<file path="src/rtl/flow_merger.sv">
// Re-serialises descrambled (flow_0, flow_1) block pairs into one block stream, buffered in a small pair FIFO.
// Optional feature: define FLOW_MERGER_DROP_CNT_EN to add the saturating o_drop_cnt dropped-pair counter.
module flow_merger #(
    parameter int BITS_BLOCK = 257,
    parameter int FIFO_DEPTH = 4
) (
    input  logic                          clk,
    input  logic                          rst,
    input  logic                          i_valid,
    input  logic [BITS_BLOCK-1:0]         flow_0,
    input  logic [BITS_BLOCK-1:0]         flow_1,
    input  logic                          i_ready,
    output logic [BITS_BLOCK-1:0]         data_out,
    output logic                          valid_out,
    output logic [$clog2(FIFO_DEPTH):0]   o_level,
    output logic                          o_overflow
`ifdef FLOW_MERGER_DROP_CNT_EN
    ,
    output logic [15:0]                   o_drop_cnt
`endif
);

    localparam int AW = $clog2(FIFO_DEPTH);
    localparam int LW = AW + 1;
    localparam logic [LW-1:0] DEPTH_L = LW'(FIFO_DEPTH);

    logic [2*BITS_BLOCK-1:0] mem_q [FIFO_DEPTH];
    logic [AW-1:0]           wr_ptr_q, wr_ptr_d;
    logic [AW-1:0]           rd_ptr_q, rd_ptr_d;
    logic [LW-1:0]           level_q, level_d;
    logic                    phase_q, phase_d;
    logic [BITS_BLOCK-1:0]   dout_q, dout_d;
    logic                    vout_q, vout_d;
    logic                    ovf_q, ovf_d;
    logic                    fire_s, load_s, pop_s, push_s, drop_s;
    logic [2*BITS_BLOCK-1:0] head_s;
    logic [BITS_BLOCK-1:0]   half_s;

    // Handshake decode; a full FIFO still accepts a pair when the head is popped on the same edge.
    always_comb begin
        fire_s = !vout_q || i_ready;
        load_s = fire_s && (level_q != '0);
        pop_s  = load_s && phase_q;
        push_s = i_valid && ((level_q < DEPTH_L) || pop_s);
        drop_s = i_valid && !push_s;
        head_s = mem_q[rd_ptr_q];
        if (phase_q) begin
            half_s = head_s[2*BITS_BLOCK-1:BITS_BLOCK];
        end else begin
            half_s = head_s[BITS_BLOCK-1:0];
        end
    end

    // Pointer, occupancy and sticky overflow next state.
    always_comb begin
        wr_ptr_d = wr_ptr_q;
        rd_ptr_d = rd_ptr_q;
        level_d  = level_q;
        ovf_d    = ovf_q | drop_s;
        if (push_s) begin
            wr_ptr_d = wr_ptr_q + AW'(1);
        end else begin
            wr_ptr_d = wr_ptr_q;
        end
        if (pop_s) begin
            rd_ptr_d = rd_ptr_q + AW'(1);
        end else begin
            rd_ptr_d = rd_ptr_q;
        end
        if (push_s && !pop_s) begin
            level_d = level_q + LW'(1);
        end else if (!push_s && pop_s) begin
            level_d = level_q - LW'(1);
        end else begin
            level_d = level_q;
        end
    end

    // Output register: load the half chosen by phase, go idle when empty, hold under backpressure.
    always_comb begin
        dout_d  = dout_q;
        vout_d  = vout_q;
        phase_d = phase_q;
        if (fire_s) begin
            if (load_s) begin
                dout_d  = half_s;
                vout_d  = 1'b1;
                phase_d = ~phase_q;
            end else begin
                vout_d  = 1'b0;
            end
        end else begin
            dout_d  = dout_q;
            vout_d  = vout_q;
        end
    end

    // Pair storage; contents are don't-care after reset so no reset is applied.
    always_ff @(posedge clk) begin
        if (push_s) begin
            mem_q[wr_ptr_q] <= {flow_1, flow_0};
        end
    end

    // Control and output state registers.
    always_ff @(posedge clk or negedge rst) begin
        if (!rst) begin
            wr_ptr_q <= '0;
            rd_ptr_q <= '0;
            level_q  <= '0;
            phase_q  <= 1'b0;
            dout_q   <= '0;
            vout_q   <= 1'b0;
            ovf_q    <= 1'b0;
        end else begin
            wr_ptr_q <= wr_ptr_d;
            rd_ptr_q <= rd_ptr_d;
            level_q  <= level_d;
            phase_q  <= phase_d;
            dout_q   <= dout_d;
            vout_q   <= vout_d;
            ovf_q    <= ovf_d;
        end
    end

    assign data_out   = dout_q;
    assign valid_out  = vout_q;
    assign o_level    = level_q;
    assign o_overflow = ovf_q;

`ifdef FLOW_MERGER_DROP_CNT_EN
    logic [15:0] drop_cnt_q, drop_cnt_d;

    // Dropped-pair counter, saturating at all-ones.
    always_comb begin
        drop_cnt_d = drop_cnt_q;
        if (drop_s && (drop_cnt_q != 16'hFFFF)) begin
            drop_cnt_d = drop_cnt_q + 16'd1;
        end else begin
            drop_cnt_d = drop_cnt_q;
        end
    end

    // Drop counter register.
    always_ff @(posedge clk or negedge rst) begin
        if (!rst) begin
            drop_cnt_q <= 16'd0;
        end else begin
            drop_cnt_q <= drop_cnt_d;
        end
    end

    assign o_drop_cnt = drop_cnt_q;
`endif

endmodule

</file>
<file path="config.mk">
export PLATFORM = sky130hd
export DESIGN_NAME = flow_merger
export DESIGN_NICKNAME = d
export VERILOG_FILES = /design/src/rtl/flow_merger.sv
export SDC_FILE = /design/constraint.sdc
export NUM_CORES = 2
export LEC_CHECK = 0
export CORE_ASPECT_RATIO = 0.7
export CORE_UTILIZATION = 60
export CTS_CLUSTER_DIAMETER = 60
export DETAILED_ROUTE_END_ITERATION = 8
export HOLD_SLACK_MARGIN = 0.03
export PLACE_DENSITY = 0.95
export SETUP_SLACK_MARGIN = 0.3
export SLEW_MARGIN = 40
export SYNTH_ARGS = -nofsm -noshare
export SYNTH_HDL_FRONTEND = slang
export SYNTH_SLANG_ARGS = --single-unit
</file>
<file path="constraint.sdc">
create_clock -name clk -period 22.8 [get_ports clk]
set_clock_uncertainty 0.2 [all_clocks]
set_input_delay 3.42 -clock clk [delete_from_list [all_inputs] [get_ports clk]]
set_output_delay 3.42 -clock clk [all_outputs]
set_load 0.02 [all_outputs]
</file>
==> run metrics <==
Seq/Total Area, Yosys=77.8%; Reg power frac=42.8%; endpoint class of the critical path=flop; FF-to-FF End=mem_q[1][105]$_DFFE_PP_; Yosys cell types=30; Synth Net Count=5484; Worst Path Buf+Inv=5; Post-route DRC=0; Worst EP required=23.07 ns; Final ANT Viol Nets=0; vias in the first global route=51500; switch share=34.9%; Clock Power Share=24.1%; Avg Cell Area, Syn=17.7 um2; hold-fix buffers at CTS=0; Slew Viols, Final=0; CTS buffer count=199; H-Tree Depth=4; CP startpoint=i_ready; clock buffer depth=3; Final Hold Violating Endpoints=0; Core ar.=146000 um2; Synth Cell Area=88000 um2; slew of the pin with the lowest slew margin=0.929 ns; layout cell share with drive strength beyond 1=6.64%; maximum VDD drop=0.181 mV; Nets=6253; leakage=0.0376 uW; Comb pwr share=33.1%; RSZ-0062 raised after global routing=false; total track usage=30.2%; DRT Pass-1 Iters=6; # resized after CTS=0; clk_lat worst skew=0.85 ns; synthesized netlist cell count=4960; Fmax achieved=131 MHz; crit path DAT=7.93 ns; Die Wd=460 um; Clk Tree Root Cell=clkbuf_16; hold crit path type=flop to flop; PortBufs=779; post-CTS setup buffers=0; crit share post-route=33.6%; Crit path top cell by count=buf_4; outcome=finished clean; WL final=231000 um; yosys warns=0; routability cong.=0.793; PD cells=134 nW/um2; Yosys top cell area share=70.2%; IO Pins=780; drt via density=6.38; synthesized flop and latch total=2323; hold path cells=2; Initial Util=60.5%; Tmin final=7.65 ns; Worst-path clk slew=0.07 ns; pin count of the biggest net entering global routing=127; # setup viols final=0; Setup TNS Final=0 ns; area delta synth->final=18.5%; Cell Int Power=9110 uW; clock sink total=2323; Critical-path top delay cell=buf_4; Net Sw Power=4880 uW; Startpoint Class=input pin; Reg2Reg Depth=8; crit-path max FO=66; final core occ=71.6%; die height=322 um; DIE AREA=148000 um2; DR WL/cell=29.0 um; Worst slew margin=38.1%; CTS tree=done; reg2reg start=valid_out$_DFFE_PN0P_; Crit path max-delay family=buffers and inverters; CP endpoint=mem_q[1][105]$_DFFE_PP_; dpl hpwl=129000 um; initial antenna violation count=83; floorplan row count=117; crit path kind=input pin to flop; routed via count=50700; Area contributors post-synth=edfxtp_1, mux2i_1, dfrtp_1, a22oi_1, nand2_1; Max Cap Violations=0; Congestion Overflow GR=0; post-placement cell count=7488; flop-to-flop setup slack=17.77 ns; first-pass GRT wire length=331000 um; Yosys top cell by area=edfxtp_1; WP depth=9; Iter 0 DRT Violations=6765; Cell Chain, Critical Path=clkdlybuf4s50_1, nand2b_1, buf_4, nand2_1, a21boi_1, and2_4, buf_4, buf_4, buf_6; CP max stage delay=0.81 ns; Finished Layout Cells=7950
[layer usage]
metal / global-route usage, % / wire length [um] / vias to the layer above
li1: - / - / 21000
met1: 36.2 / 78100 / 25300
met2: 50.1 / 116000 / 3621
met3: 7.49 / 23400 / 769
met4: 17.6 / 13600 / 26
met5: 0 / 164 / -
[cells by family (layout without fill, tap and decap cells)]
kind of cell / Yosys count / after routing / synth area share, %
DFF: 2323 / 2323 / 77.8
AOI/OAI and AO/OA: 773 / 773 / 5.90
muxes: 1030 / 1030 / 11.7
other: 0 / 83 / 0
and+or+nand+nor: 530 / 530 / 2.30
buffers and inverters: 291 / 1235 / 2.16
xor gates and xnor gates: 7 / 7 / 0.0697
adders and majority gates: 6 / 6 / 0.0938
[how the worst min path moves through the flow]
stage,start,to,slack [ns]
after floorplan,wr_ptr_q[1]$_DFFE_PN0P_,wr_ptr_q[1]$_DFFE_PN0P_,0.31
after global placement,data_out[106]$_DFFE_PN0P_,data_out[106]$_DFFE_PN0P_,0.26
after detailed placement,data_out[219]$_DFFE_PN0P_,data_out[219]$_DFFE_PN0P_,0.27
after CTS,data_out[187]$_DFFE_PN0P_,data_out[187]$_DFFE_PN0P_,0.29
after global routing,data_out[187]$_DFFE_PN0P_,data_out[187]$_DFFE_PN0P_,0.30
final,data_out[202]$_DFFE_PN0P_,data_out[202]$_DFFE_PN0P_,0.29
[stage by stage]
step	setup slack [ns]	hold WS [ns]	power [uW]	instance area, um2
finish	15.15	0.288	14000	104000
global placement	14.15	0.262	10100	97000
floorplan	6.03	0.312	9200	88000
detailed placement	14.19	0.274	10400	97500
global route	14.97	0.298	14400	104000
CTS	15.06	0.289	13900	104000
[power by group through the flow]
stage	clock [uW]	combinational (uW)	sequential [uW]
global placement	0	4140	5970
detailed placement	0	4400	6040
CTS	3380	4540	5990
finish	3380	4620	5990
global route	3540	4840	6030
floorplan	0	2610	6590
[synth_stat cells]
cell type  count
edfxtp_1    2056
mux2i_1     1028
nand2_1      516
a22oi_1      514
dfrtp_1      267
o21ai_1      250
buf_2        111
clkbuf_1      63
buf_4         58
buf_6         39
buf_8         13
o21ai_2        7
and2_1         5
ha_1           5
xnor2_1        5
buf_1          3
inv_1          3
nand2b_1       2
nor2_1         2
nor2b_1        2
xor2_1         2
a21boi_1       1
a31o_2         1
buf_12         1
fa_1           1
mux2_1         1
mux2_2         1
nand3_1        1
nand4_1        1
or3_4          1
[sequential cells by signal, summed over array words and instances (netlist names)]
signal and flops:
wr_ptr_q 2, o_overflow 1, phase_q 1, valid_out 1
data_out 257, o_level 3, rd_ptr_q 2, mem_q 2056
[layout make-up]
cell class,instances,area [um2]
flip-flops and latches,2323,68400
fillers,7715,41300
multi-input cells,2346,17700
repair buffers,856,9020
clock buffers,278,5520
well taps,1963,2460
clock inverters,98,898
diodes,83,208
inverters,3,11.3
[worst register-to-register path, stage by stage, from the launching register on]
cell	delay, ns
dfrtp_1	0.41
nand2b_1	0.10
buf_4	0.19
nand2_1	0.08
a21boi_1	0.55
and2_4	0.73
buf_4	0.78
buf_4	0.83
buf_6	0.73
[layout by cell type, fill, tap and decap left out, types with 4 or more instances in the layout]
cell type	instances
clkbuf_16	203
xnor2_1	5
clkdlybuf4s50_1	778
o21ai_1	250
clkinvlp_4	8
buf_4	16
clkinv_1	23
o21ai_2	7
buf_12	15
diode_2	83
clkinv_2	38
a22oi_1	514
and2_4	5
edfxtp_1	2056
buf_16	17
ha_1	5
mux2i_1	1028
clkbuf_8	16
inv_6	9
nand2_1	515
buf_6	29
dfrtp_1	266
bufinv_16	9
clkbuf_1	59
clkinv_8	4
Note: power is estimated with default switching activity, not from simulation.
